### src/rtl/imem_prog_ctrl.sv
// Run-time instruction memory loader: assembles little-endian bytes into 32-bit
// words, writes them from address 0 upward and holds the core while doing so.
module imem_prog_ctrl #(
  parameter int IMEM_WORDS     = 256,
  parameter int TIMEOUT_CYCLES = 1000000,
  localparam int AW            = $clog2(IMEM_WORDS)
) (
  input  logic          clk,
  input  logic          rst,
  input  logic          prog_start,
  input  logic [AW:0]   prog_len,
  input  logic          byte_valid,
  input  logic [7:0]    byte_data,
  output logic          byte_ready,
  input  logic [AW-1:0] fetch_addr,
  output logic [AW-1:0] mem_addr,
  output logic          mem_we,
  output logic [31:0]   mem_wdata,
  output logic          cpu_hold,
  output logic          busy,
  output logic          done,
  output logic          err,
  output logic [1:0]    dbg_state
);

  typedef enum logic [1:0] {
    IDLE  = 2'd0,
    LOAD  = 2'd1,
    WRITE = 2'd2,
    DONE  = 2'd3
  } state_t;

  localparam logic [AW:0] MAX_LEN  = (AW+1)'(IMEM_WORDS);
  localparam logic [31:0] TO_LAST  = 32'(TIMEOUT_CYCLES - 1);
  localparam bit          TO_EN    = (TIMEOUT_CYCLES != 0);

  state_t        state, state_n;
  logic [AW:0]   len_q;
  logic [AW:0]   word_cnt;
  logic [AW-1:0] wr_addr;
  logic [1:0]    byte_cnt;
  logic [31:0]   shift_q;
  logic [31:0]   to_cnt;
  logic          err_n;
  logic          len_ok;
  logic          accept;
  logic          timeout_hit;

  // Handshake: a byte transfers on any rising edge where byte_valid && byte_ready;
  // byte_ready depends only on state, never on byte_valid.
  assign byte_ready  = (state == LOAD);
  assign accept      = byte_ready && byte_valid;
  assign len_ok      = (prog_len != '0) && (prog_len <= MAX_LEN);
  assign timeout_hit = TO_EN && (state == LOAD) && !accept && (to_cnt == TO_LAST);

  assign mem_we    = (state == WRITE);
  assign mem_addr  = (state == LOAD || state == WRITE) ? wr_addr : fetch_addr;
  assign cpu_hold  = (state != IDLE);
  assign busy      = (state == LOAD || state == WRITE);
  assign done      = (state == DONE);
  assign dbg_state = state;

  always_comb begin
    state_n = state;
    err_n   = 1'b0;
    case (state)
      IDLE: begin
        if (prog_start) begin
          if (len_ok) state_n = LOAD;
          else        err_n   = 1'b1;
        end
      end
      LOAD: begin
        if (accept && byte_cnt == 2'd3) begin
          state_n = WRITE;
        end else if (timeout_hit) begin
          state_n = IDLE;
          err_n   = 1'b1;
        end
      end
      WRITE: state_n = (word_cnt + 1'b1 == len_q) ? DONE : LOAD;
      DONE:  state_n = IDLE;
      default: state_n = IDLE;
    endcase
  end

  always_ff @(posedge clk or posedge rst) begin
    if (rst) begin
      state     <= IDLE;
      err       <= 1'b0;
      len_q     <= '0;
      word_cnt  <= '0;
      wr_addr   <= '0;
      byte_cnt  <= '0;
      shift_q   <= '0;
      to_cnt    <= '0;
      mem_wdata <= '0;
    end else begin
      state <= state_n;
      err   <= err_n;
      case (state)
        IDLE: begin
          if (prog_start && len_ok) begin
            len_q    <= prog_len;
            word_cnt <= '0;
            wr_addr  <= '0;
            byte_cnt <= '0;
            to_cnt   <= '0;
          end
        end
        LOAD: begin
          if (accept) begin
            shift_q  <= {byte_data, shift_q[31:8]};
            byte_cnt <= byte_cnt + 2'd1;
            to_cnt   <= '0;
            if (byte_cnt == 2'd3) mem_wdata <= {byte_data, shift_q[31:8]};
          end else if (timeout_hit) begin
            // Partial word is dropped; words already written stay in memory.
            byte_cnt <= '0;
            to_cnt   <= '0;
          end else begin
            to_cnt <= to_cnt + 32'd1;
          end
        end
        WRITE: begin
          wr_addr  <= wr_addr + 1'b1;
          word_cnt <= word_cnt + 1'b1;
          to_cnt   <= '0;
        end
        default: ;
      endcase
    end
  end

endmodule

### config.mk
export PLATFORM = sky130hd
export DESIGN_NAME = imem_prog_ctrl
export DESIGN_NICKNAME = d
export VERILOG_FILES = /design/src/rtl/imem_prog_ctrl.sv
export SDC_FILE = /design/constraint.sdc
export NUM_CORES = 1
export LEC_CHECK = 0
export ABC_AREA = 1
export BUFFER_PORTS_ARGS = -buffer_cell sky130_fd_sc_hd__buf_2
export CELL_PAD_IN_SITES_DETAIL_PLACEMENT = 1
export CELL_PAD_IN_SITES_GLOBAL_PLACEMENT = 1
export CORE_MARGIN = 8
export CORE_UTILIZATION = 40
export DETAILED_ROUTE_END_ITERATION = 7
export PLACE_DENSITY = 0.74
export SLEW_MARGIN = 20
export SYNTH_ARGS = -nofsm -noshare
export SYNTH_HDL_FRONTEND = slang
export SYNTH_SLANG_ARGS = --single-unit
### constraint.sdc
create_clock -name clk -period 5 [get_ports clk]
set_input_delay 0.5 -clock clk [delete_from_list [all_inputs] [get_ports clk]]
set_output_delay 0.5 -clock clk [all_outputs]
set_load 0.02 [all_outputs]
After elaboration in Yosys (flattened, before gate mapping)

Index checks and enable logic that the tools add are counted.

Output and inout bits: 48
Word-level logic and storage cells: 69
Flip-flop bits (word level): 127
Input port bits: 29

Mux-type cells: 23
Equal/unequal tests: 11
Magnitude comparators: 1
Add/subtract/negate cells: 4
Reductions and logical operators: 21

Operator list:

| operator                | number |
|---|---|
| $mux W32                | 3 |
| $pmux W32 S3            | 1 |
| $add A32 B1 Y32 const B | 1 |
| $eq A32 B20 Y1 const B  | 1 |
| $pmux W9 S2             | 1 |
| $mux W8                 | 2 |
| $pmux W8 S2             | 1 |
| $mux W2                 | 7 |
| $add A9 B1 Y9 const B   | 1 |
| $eq A9 B9 Y1            | 1 |
| $le A9 B9 Y1 const B    | 1 |
| $mux W9                 | 1 |
| $reduce_and A3 Y1       | 3 |
| $reduce_bool A9 Y1      | 1 |
| $add A8 B1 Y8 const B   | 1 |
| $pmux W2 S4             | 1 |
| $reduce_and A2 Y1       | 4 |
| $eq A2 B2 Y1 const B    | 3 |
| $logic_and A1 B1 Y1     | 6 |
| $ne A2 B2 Y1 const B    | 3 |
| $ne A3 B1 Y1 const B    | 2 |
| $reduce_bool A2 Y1      | 3 |
| $mux W1                 | 4 |
| $pmux W2 S2             | 1 |
| 7 further kinds         | 7 |

Logic depth before layout (Yosys ltp)

Depth after elaboration: 8
Mapped depth: 13
Depth with buffers taken out: 13

Worst setup path before layout

OpenSTA, ideal clock, no wires.

Kind: reg2out
Start point: register state[0], in the netlist dbg_state[0]
End point: output mem_addr[1]
Path slack: 2.703 ns
Stages on the path, launching flop included: 6
Data required time: 4.500 ns
Arrival: 1.797 ns
Path buffers: 1
Cells stage by stage: dfrtp_1 inv_1 ha_1 clkbuf_1 nor2_1 a21oi_1

Word-level cells in the longest chain between the ends: 3
Elaborated cells on any way between the ends: 4
Those cells by class: 2 x eq/ne; 1 x mux; 1 x reduce/logical

Ends and longest elaborated chain:

| element                                             | line | text |
|---|---|---|
| start: declaration                                  | 37   | `state_t state, state_n;` |
| start signal: assignment                            | 99   | `state <= state_n;` |
| $eq A2 B1 Y1 / $eq A2 B2 Y1 (equally long branches) | n/a  |  |
| $logic_or A1 B1 Y1 *                                | n/a  |  |
| via busy                                            | 20   | `output logic busy,` |
| $mux W8 *                                           | 57   | `assign mem_addr = (state == LOAD \|\| state == WRITE) ? wr_addr : fetch_addr;` |
| end: declaration                                    | 16   | `output logic [AW-1:0] mem_addr,` |

Mark *: on every way through the listed nets, which the timed path passes. The rest lies on a longest branch.

Worst setup path after layout

Start point: register state[1], in the netlist dbg_state[1]
End point: register mem_wdata[1]

Word-level cells in the longest chain between the ends: 3

Ends and longest elaborated chain:

| element                              | line    | text |
|---|---|---|
| $eq A2 B1 Y1 *                       | 51, 101 |  |
| $logic_and A1 B1 Y1                  | 52      | `assign accept = byte_ready && byte_valid;` |
| $reduce_and A3 Y1 (no source line) * | n/a     |  |
| end signal: assignment               | 116     | `if (byte_cnt == 2'd3) mem_wdata <= {byte_data, shift_q[31:8]};` |
| end: declaration                     | 18      | `output logic [31:0] mem_wdata,` |

Every way passes the cells marked *; elsewhere a longest branch is shown, timed or not.
A chain may end at the register's enable or synchronous reset.

==> flow_summary.ini <==
[clock_network]
clk_latency_ns = 0.43
h-tree-depth = 4
clkTransAtPathRegs_ns = 0.06
cts_tree = done
root_buffer = clkbuf_16
postCtsSetupBuffers = 0
post_cts_resized = 0
ctsHoldBuffers = 0
clock_path_buffers = 2
cts_buffers = 17
numClockSinks = 119

[power]
ir_drop_mv = 0.284
p_leak_nw = 3.60
power_frac_comb_pct = 21.9
seq_power_share_pct = 40.2
power.internal_mw = 1.95
clock_power_share_pct = 37.9
switching_share_pct = 35.5
p_per_area_nw_per_um2 = 415
p_sw_mw = 1.07

[synthesis]
synth_warnings = 0
synth-compound-area-share_pct = 9.28
synth-simple-area-share_pct = 27.9
synth_top_family_by_area = simple AND/OR/NAND/NOR gates
yosys.area_share.xor_xnor_pct = 2.95
synth_adder_area_share_pct = 1.60
synth.area.mux_share_pct = 1.80
synth_cell_type_count = 31
syn-mean-instance-area_um2 = 7.65
netlist_area_um2 = 6240
ys_seq_area_share_pct = 47.7
synth_area_leaders = dfrtp_1, nand2_1, o21ai_0, inv_1, nor2_1
yosys.area.top_type = dfrtp_1
yosysTopAreaCellShare_pct = 47.7
syn_inst = 816
syn_nets = 853
synth-seq-cells = 119

[routing]
totalWireLength_um = 18100
dr.pass1.iters = 4
wl_per_cell_um = 16.6
drc = 0
vias = 5698
drtIter0Drc = 318
ant_nets = 0
viasPerCell = 5.23

[die]
start_util_pct = 41.0
io_pins = 77
core_um2 = 15200
die-height_um = 141
row_count = 45
fp.dieArea_um2 = 19900
die_w_um = 141

[layout]
layout.nets = 925
synthToLayoutAreaGrowth_pct = 16.8
num_antenna_cells = 0
nFillCells = 1919
drive_above_1_share_pct = 14.0

[placement]
dp_hpwl_um = 13000
routabilityCongestion = 0.886
port_buffers = 76

[sta]
timing.hold.ws_ns = 0.236
fmax_mhz = 296
finClkSkew_ns = 0.0101
tightest_slew_ns = 0.950
fin_crit_sh_pct = 67.6
post-route-min-period_ns = 3.38
tns_ns = 0
max_slew_margin_pct = 36.4
slew_violations = 0
setup_viol = 0
rsz0062_at_grt = false
hold_viol = 0

[global_route]
globalRouteOverflowTotal = 0
grt_max_degree = 88
grt_pass1_wl_um = 31100
grt_usage_pct = 19.4
antenna_found_initial = 0
grt_pass1_vias = 6123

[setup_path]
end_kind = flip-flop
r2r-end = mem_wdata[1]$_DFFE_PP0P_
reg2reg_depth = 7
worstReg2RegStart = dbg_state[1]$_DFFE_PP0P_
crit_start = dbg_state[1]$_DFFE_PP0P_
start_kind = flip-flop
ff2ff_setup_slack_ns = 1.62
crit_type = flip-flop to flip-flop
arrival_ns = 3.69
cp.required_ns = 5.31
worstPathMaxFanout = 57

[outcome]
outcome = completed

[min_path]
min_path_type = input pin to async pin

[flow_run]
max_cap_viol_count = 0
## registers in the layout, indices dropped and copies added (netlist names), 2 cells and up
name,cells
len_q,9
shift_q,24
to_cnt,32
byte_cnt,2
dbg_state,2
mem_wdata,32
word_cnt,9
wr_addr,8
## critical path, cell delays in order (launching register included)
cell	delay, ns
dfrtp_1	0.42
inv_1	0.11
ha_1	0.77
nand2_1	0.11
buf_4	0.31
inv_1	0.36
nand2_2	0.62
mux2_2	0.51
## power by group through the flow
stage | Clock, mW | Sequential (mW) | Combinational [mW]
after floorplan | 0 | 1.23 | 0.467
after global placement | 0 | 1.22 | 0.627
after detailed placement | 0 | 1.23 | 0.664
after CTS | 1.17 | 1.22 | 0.675
after global routing | 1.21 | 1.24 | 0.756
final | 1.15 | 1.22 | 0.661
## placed cells by master, fill, tap and decap left out, types with 8 or more instances in the layout
| master | count |
|---|---|
| o21ai_1 | 8 |
| nand2_1 | 225 |
| mux2_2 | 10 |
| dfrtp_1 | 119 |
| o21ai_0 | 80 |
| nand3_1 | 49 |
| buf_2 | 76 |
| inv_1 | 105 |
| a21oi_1 | 16 |
| nor2_1 | 80 |
| xor2_1 | 20 |
| nand4_1 | 27 |
| nor3_1 | 21 |
| clkbuf_16 | 17 |
| ha_1 | 8 |
## per-stage QoR
step / instances / instance area [um2] / setup WS (ns) / total power, mW / utilization [%]
2_1_floorplan: 816 / 6240 / 1.34 / 1.70 / -
3_3_place_gp: 1057 / 6740 / 1.80 / 1.85 / 44.3
3_5_place_dp: 1057 / 6740 / 1.62 / 1.89 / 44.3
4_1_cts: 1089 / 7280 / 1.59 / 3.06 / 47.9
5_1_grt: 1089 / 7290 / 1.28 / 3.20 / 47.9
6_report: 1089 / 7290 / 1.62 / 3.02 / 47.9
## logic make-up after synthesis
group,count (synthesis)
AO/OA/AOI/OAI,113
XOR/XNOR,21
adder cells (fa/ha/maj),8
buffers and inverters,134
flip-flops,119
multiplexers,10
AND/OR/NAND/NOR,411
## routing by layer
layer / track usage [%] / share of wire, %
met1: 24.6 / 46
met2: 32.0 / 48
met3: 5.00 / 4.7
met4: 5.66 / 1.4
met5: 0 / 0
## synthesized netlist by cell type
cell type    n
xor2_1      20
o22ai_1      7
a21oi_1     16
buf_4        3
o21ai_0     80
nor4_1       1
xnor2_1      1
nand3_1     49
o21bai_1     1
nand3b_1     2
nor2_4       1
buf_8        1
a21o_1       1
clkbuf_1    15
inv_1      106
o21ai_1      8
clkinv_1     1
dfrtp_1    119
ha_1         8
nand2_8      1
mux2_2      10
nor2_1      80
buf_2        4
buf_6        2
or2_2        1
nand4_1     27
nand2_1    226
nor3_1      21
nor3b_1      1
inv_2        2
and3_1       1
## how the worst max path moves through the flow
stage / to / slack [ns]
detailed placement: mem_wdata[1]$_DFFE_PP0P_ / 1.62
global route: mem_wdata[1]$_DFFE_PP0P_ / 1.28
floorplan: byte_cnt[0]$_DFFE_PP0P_ / 1.34
CTS: mem_wdata[1]$_DFFE_PP0P_ / 1.59
finish: mem_wdata[1]$_DFFE_PP0P_ / 1.62
global placement: mem_wdata[7]$_DFFE_PP0P_ / 1.80
## area by class of cell
type / count / area [um2] / share of cell area (%)
Tap cell: 188 / 235 / 3.23
Sequential cell: 119 / 2980 / 40.9
Clock inverter: 14 / 115 / 1.58
Timing Repair Buffer: 78 / 395 / 5.43
Inverter: 109 / 414 / 5.68
Multi-Input combinational cell: 563 / 2720 / 37.3
Clock buffer: 18 / 429 / 5.89
Power figures use the tool's default switching activity.
